### src/rtl/cra_pkg.sv
// Shared CRAM microsequencer types and default sizes.
package cra_pkg;

    localparam int unsigned CRAM_ADR_W        = 11;
    localparam int unsigned SBR_DEPTH_DEFAULT = 16;

    // Stack operation decoded each cycle from call/force1777/ret.
    typedef enum logic [1:0] {
        HOLD    = 2'd0,
        PUSH    = 2'd1,
        POP     = 2'd2,
        REPLACE = 2'd3
    } stack_op_t;

endpackage : cra_pkg

### src/rtl/sbr_stack_mem.sv
// Subroutine stack register file: one write port, combinational top and
// diagnostic read ports. Contents are deliberately not reset.
module sbr_stack_mem #(
    parameter int unsigned DATA_W = 11,
    parameter int unsigned DEPTH  = 16,
    parameter int unsigned AW     = 4,
    parameter int unsigned DIAG_W = DATA_W
) (
    input  logic              clk_i,
    input  logic              we_i,
    input  logic [AW-1:0]     waddr_i,
    input  logic [DATA_W-1:0] wdata_i,
    input  logic [AW-1:0]     raddr_top_i,
    output logic [DATA_W-1:0] rdata_top_o,
    input  logic [AW-1:0]     raddr_diag_i,
    output logic [DIAG_W-1:0] rdata_diag_o
);

    logic [DATA_W-1:0] mem_q [DEPTH];
    logic [DATA_W-1:0] diag_entry;

    // Single write port, written on push/replace.
    always_ff @(posedge clk_i) begin
        if (we_i) begin
            mem_q[waddr_i] <= wdata_i;
        end
    end

    assign rdata_top_o  = mem_q[raddr_top_i];
    assign diag_entry   = mem_q[raddr_diag_i];
    // Diagnostic port carries address bits only; any parity bit is dropped.
    assign rdata_diag_o = diag_entry[DIAG_W-1:0];

endmodule : sbr_stack_mem

### src/rtl/cram_sbr_stack.sv
// CRAM subroutine CALL/RETURN stack: circular buffer of return addresses
// with overflow/underflow status and indexed diagnostic readback.
// Optional feature macro: CRA_STACK_PARITY_EN (adds per-entry odd parity
// and the parityErr output).
module cram_sbr_stack
    import cra_pkg::*;
#(
    parameter int unsigned ADR_W = CRAM_ADR_W,
    parameter int unsigned DEPTH = SBR_DEPTH_DEFAULT,
    parameter int unsigned PTR_W = $clog2(DEPTH)
) (
    input  logic             clk,
    input  logic             reset,
    input  logic             call,
    input  logic             ret,
    input  logic             force1777,
    input  logic [ADR_W-1:0] retAdrIn,
    input  logic             clrErr,
    input  logic [PTR_W-1:0] diagIdx,
    output logic [ADR_W-1:0] sbrRet,
    output logic [PTR_W:0]   count,
`ifdef CRA_STACK_PARITY_EN
    output logic             parityErr,
`endif
    output logic             empty,
    output logic             full,
    output logic             overflow,
    output logic             underflow,
    output logic [ADR_W-1:0] diagData
);

`ifdef CRA_STACK_PARITY_EN
    localparam int unsigned ENTRY_W = ADR_W + 1;
`else
    localparam int unsigned ENTRY_W = ADR_W;
`endif
    localparam logic [PTR_W:0] DEPTH_CNT = (PTR_W+1)'(DEPTH);

    // Reject unsupported geometries at elaboration.
    if (DEPTH < 2 || (DEPTH & (DEPTH - 1)) != 0) begin : g_bad_depth
        $error("cram_sbr_stack: DEPTH must be a power of two >= 2");
    end
    if (PTR_W != $clog2(DEPTH)) begin : g_bad_ptr_w
        $error("cram_sbr_stack: PTR_W is derived from DEPTH and must not be overridden");
    end

    logic [PTR_W-1:0]   top_q, top_d;
    logic [PTR_W:0]     count_q, count_d;
    logic               ovf_q, ovf_d;
    logic               unf_q, unf_d;
    stack_op_t          op;
    logic               push, pop, grow;
    logic               ovf_set, unf_set;
    logic               we;
    logic [PTR_W-1:0]   waddr;
    logic [ENTRY_W-1:0] wdata;
    logic [ENTRY_W-1:0] top_rd;
    logic [ADR_W-1:0]   diag_rd;
    logic [PTR_W-1:0]   diag_addr;
    logic               diag_hit;

    assign push = call | force1777;
    assign pop  = ret & ~force1777;

    assign empty = (count_q == '0);
    assign full  = (count_q == DEPTH_CNT);

`ifdef CRA_STACK_PARITY_EN
    assign wdata = {~^retAdrIn, retAdrIn};
`else
    assign wdata = retAdrIn;
`endif

    // Decode the operation for this cycle.
    always_comb begin
        op = HOLD;
        case ({push, pop})
            2'b10:   op = PUSH;
            2'b01:   op = POP;
            2'b11:   op = REPLACE;
            default: op = HOLD;
        endcase
    end

    // Next-state for pointer, count and sticky flags plus write control.
    always_comb begin
        top_d   = top_q;
        count_d = count_q;
        ovf_set = 1'b0;
        unf_set = 1'b0;
        we      = 1'b0;
        waddr   = top_q;
        // Replace on an empty stack has nothing to overwrite, so it pushes.
        grow    = (op == PUSH) || ((op == REPLACE) && empty);

        if (grow) begin
            top_d = top_q + PTR_W'(1);
            we    = 1'b1;
            waddr = top_q + PTR_W'(1);
            if (full) begin
                ovf_set = 1'b1;
            end else begin
                count_d = count_q + (PTR_W+1)'(1);
            end
        end else if (op == REPLACE) begin
            we    = 1'b1;
            waddr = top_q;
        end else if (op == POP) begin
            if (empty) begin
                unf_set = 1'b1;
            end else begin
                top_d   = top_q - PTR_W'(1);
                count_d = count_q - (PTR_W+1)'(1);
            end
        end

        // A flag-setting event beats a same-cycle clear.
        ovf_d = ovf_set | (ovf_q & ~clrErr);
        unf_d = unf_set | (unf_q & ~clrErr);
    end

    // State registers with asynchronous reset.
    always_ff @(posedge clk or posedge reset) begin
        if (reset) begin
            top_q   <= '0;
            count_q <= '0;
            ovf_q   <= 1'b0;
            unf_q   <= 1'b0;
        end else begin
            top_q   <= top_d;
            count_q <= count_d;
            ovf_q   <= ovf_d;
            unf_q   <= unf_d;
        end
    end

    assign diag_addr = top_q - diagIdx;
    assign diag_hit  = ({1'b0, diagIdx} < count_q);

    sbr_stack_mem #(
        .DATA_W (ENTRY_W),
        .DEPTH  (DEPTH),
        .AW     (PTR_W),
        .DIAG_W (ADR_W)
    ) u_mem (
        .clk_i        (clk),
        .we_i         (we),
        .waddr_i      (waddr),
        .wdata_i      (wdata),
        .raddr_top_i  (top_q),
        .rdata_top_o  (top_rd),
        .raddr_diag_i (diag_addr),
        .rdata_diag_o (diag_rd)
    );

    assign sbrRet    = empty ? '0 : top_rd[ADR_W-1:0];
    assign diagData  = diag_hit ? diag_rd : '0;
    assign count     = count_q;
    assign overflow  = ovf_q;
    assign underflow = unf_q;

`ifdef CRA_STACK_PARITY_EN
    // Stored odd parity: a valid entry always has an odd number of ones.
    assign parityErr = ~empty & ~(^top_rd);
`endif

endmodule : cram_sbr_stack

### config.mk
export PLATFORM = sky130hd
export DESIGN_NAME = cram_sbr_stack
export DESIGN_NICKNAME = d
export VERILOG_FILES = /design/src/rtl/cra_pkg.sv /design/src/rtl/sbr_stack_mem.sv /design/src/rtl/cram_sbr_stack.sv
export SDC_FILE = /design/constraint.sdc
export NUM_CORES = 1
export LEC_CHECK = 0
export BUFFER_PORTS_ARGS = -buffer_cell sky130_fd_sc_hd__buf_2
export CAP_MARGIN = 5
export CORE_MARGIN = 3
export CORE_UTILIZATION = 49
export DETAILED_ROUTE_END_ITERATION = 6
export PLACE_DENSITY = 0.65
export SKIP_LAST_GASP = 1
export SYNTH_ARGS = -nofsm -noshare
export SYNTH_HDL_FRONTEND = slang
export SYNTH_SLANG_ARGS = --single-unit
### constraint.sdc
create_clock -name clk -period 3.3 [get_ports clk]
set_clock_uncertainty 0.15 [all_clocks]
set_input_delay 0.165 -clock clk [delete_from_list [all_inputs] [get_ports clk]]
set_output_delay 0.165 -clock clk [all_outputs]
set_load 0.01 [all_outputs]
==> impl_results.md <==
- Post-synth EDFFs: 176
- Leakage: roughly 4.0 nW
- Area Overhead vs Synth: 20.0%
- Worst vdd ir: 585 uV
- Top FF cell, synth: edfxtp_1
- Slew Viols, Final: 0
- CP startpoint kind: flop
- Ys Warns: 0
- Commonest non-fill, non-tap cell in the layout: edfxtp_1
- Most frequent cells in the layout: edfxtp_1, mux4_2, buf_2
- Core ar.: around 19000 sq um
- HP Start: force1777
- DRC: 2
- Clock buffer depth: 2
- Hold slack: between 0.03 and 0.04 ns
- Critical path capture point type: output pin
- Via density: 6.48
- Die ar.: 21100 sq um
- Synth Register Bits: 187
- Final Setup Violations: 0
- Final Power: between 10 and 15 mW
- Antenna-violating nets left: 0
- P_sw: around 4.6 mW
- # port buffers: 51
- CP arrival: 2.95 ns
- GP Congestion: 0.862
- Vias in the first global route: 6231
- Net Sw Frac: 0.403
- Die Ht: around 150 um
- Clock tree root buffer cell: clkbuf_16
- Outcome: complete, but fails checks
- Power per Cell Area: 1010 nW/um^2
- Std-Cell Rows: 50
- # IOs: 52
- Reg2reg end: u_mem.mem_q[9][9]$_DFFE_PP_
- Slack of the critical path: 0.0364 ns
- Cells after Synth: 570
- Logic pwr share: 0.546
- Initial antenna violation count: 0
- Vias: 6131
- Final non-filler cell total: 946
- Int Pwr: 6.84 mW
- Sink Count: 187
- Layout cells sized above 1: 0.417
- Hold Path End: top_q[0]$_DFFE_PP0P_
- Global-route wire length before repair: 38.9 mm
- Wire length per cell: 27.4 um
- Mapped Area: about 9500 sq um
- Final setup TNS: 0 ns
- Sequential-to-total area share from yosys stat: 0.586
- Placed cell count: roughly 900
- Final Cycle Share: 0.989
- Unrepaired setup endpoints after global routing: yes
- Mapped Nets: 603
- Max cap viols: 0
- GRT Util Overall: 0.248
- Final hold vios: 0
- Antenna diodes: 0
- Sequential share of power: 0.289
- Reg-to-reg slack, setup: 0.23 ns
- Pin count of the biggest net entering global routing: 45
- Crit path time final: 3.26 ns
- Worst reg2reg startpoint: count[0]$_DFFE_PP0P_
- Yosys cell types: 54
- Hold depth: 2
- R2r worst-path depth: 7
- Worst Path Required: 2.98 ns
- H-tree depth: 4
- Synth async-reset ratio: 0.0588
- CTS buffer count: 17
- Starting Density: 0.502
- Highest clock rate: 306 MHz
- DP HPWL: 16.6 mm
- Final nets: roughly 710
- Critical path type: flop to output pin
- Final WL: approximately 26 mm
- Failing checks: DRC
- Worst hold path class: primary input to flop
- Drt first pass iters: 7
- Measured slew at the worst slew-check pin: 1.10 ns
- Worst-Skew Late Latency: 0.44 ns
- TritonCTS clock tree: yes
- Die X: ~150 um
- Clock network power share: 0.165
- Crit-path max FO: 5
- Global route overflow: 0
- Slew headroom: 0.267
- Reg clk slew, reported paths: approximately 0.070 ns
- Drt initial violations: approximately 620
- Syn_area_per_cell: 16.7 sq um
- Placement Setup Slack: 0.289 ns
-- flip-flops by register name (all words and copies together) (netlist names) --
register	cells
top_q	4
overflow	1
count	5
underflow	1
u_mem.mem_q	176
-- kinds of logic (layout without fill, tap and decap cells) --
logic type                 after synthesis  in the layout  synth area share
DFF                                    187            187             0.586
muxes                                  128            128             0.232
AOI/OAI and AO/OA                      100            100            0.0780
and+or+nand+nor                         70             70            0.0439
buffers and inverters                   60            176            0.0306
xor gates and xnor gates                13             13            0.0128
adders and majority gates               12             12            0.0166
-- power by group through the flow --
stage / registers, mW / logic (mW) / clock network [mW]
2_1_floorplan: 3.27 / 3.56 / 0
3_5_place_dp: 3.35 / 5.52 / 0
5_1_grt: 3.34 / 6.62 / 2.03
6_report: 3.32 / 6.27 / 1.89
3_3_place_gp: 3.32 / 5.46 / 0
4_1_cts: 3.30 / 6.05 / 1.92
-- critical path, stage by stage, from the launching register on --
cell	delay (ns)
dfrtp_2	0.42
inv_2	0.08
ha_4	0.13
inv_2	0.04
fa_2	0.61
buf_12	0.15
buf_12	0.12
buf_4	0.11
mux4_2	0.30
mux2i_2	0.23
a221oi_2	0.11
buf_2	0.20
-- per-layer routing --
metal / track usage / share of wire / vias up
li1: - / - / 2573
met1: 0.326 / 0.40 / 3160
met2: 0.403 / 0.50 / 337
met3: 0.0568 / 0.070 / 61
met4: 0.102 / 0.031 / 0
met5: 0 / 0 / -
-- synth_stat cells (all sizes together), types with 2 or more instances --
cell type / number / share of area
nor2b: 16 / 0.011
mux4: 72 / 0.17
edfxtp: 176 / 0.56
nand2b: 4 / 0.0034
ha: 11 / 0.014
nor2: 9 / 0.0036
xor2: 3 / 0.0028
mux2i: 47 / 0.051
a221oi: 22 / 0.020
or3: 2 / 0.0013
buf: 28 / 0.018
mux2: 9 / 0.011
xnor2: 10 / 0.010
inv: 15 / 0.0059
nor3: 25 / 0.014
o21ai: 15 / 0.0083
a31oi: 3 / 0.0020
nand2: 5 / 0.0022
o22ai: 10 / 0.0066
clkbuf: 16 / 0.0063
a21oi: 12 / 0.0067
o211ai: 2 / 0.0016
a21o: 11 / 0.0087
dfrtp: 11 / 0.029
o32a: 2 / 0.0021
a211oi: 15 / 0.012
and2: 3 / 0.0020
-- layout make-up --
type | instances | area, sq um
clock inverter | 15 | 121
sequential | 187 | 5560
multi-input combinational | 323 | 3880
fill | 1441 | 7510
tap | 260 | 325
timing repair buffer | 128 | 1010
clock buffer | 17 | 425
inverter | 16 | 60.1
-- worst max-delay path by stage --
| stage | from | end | slack [ns] | depth (start not counted) |
|---|---|---|---|---|
| 2_1_floorplan | count[1]$_DFFE_PP0P_ | u_mem.mem_q[15][0]$_DFFE_PP_ | 0.08 | 8 |
| 3_3_place_gp | top_q[0]$_DFFE_PP0P_ | u_mem.mem_q[8][0]$_DFFE_PP_ | 0.32 | 6 |
| 3_5_place_dp | count[0]$_DFFE_PP0P_ | u_mem.mem_q[5][7]$_DFFE_PP_ | 0.29 | 6 |
| 4_1_cts | top_q[0]$_DFFE_PP0P_ | diagData[10] | -0.005 | 10 |
| 5_1_grt | top_q[0]$_DFFE_PP0P_ | diagData[10] | -0.03 | 10 |
| 6_report | top_q[0]$_DFFE_PP0P_ | diagData[4] | 0.04 | 11 |
-- what timing repair did --
action                                  CTS  global route
gates cloned                              1             0
hold endpoints to repair                189             0
pin swaps                                 3             2
setup buffers                             6             3
gates resized for setup                  33            11
endpoints found under the setup margin   14            15
hold buffers                             14             0
-- through the flow --
stage          instance area, sq um   util
5_1_grt                       11400  0.603
6_report                      11400  0.603
3_5_place_dp                  10400  0.549
2_1_floorplan                  9490      -
3_3_place_gp                  10400  0.549
4_1_cts                       11300  0.598
(Power assumes the default switching activity.)
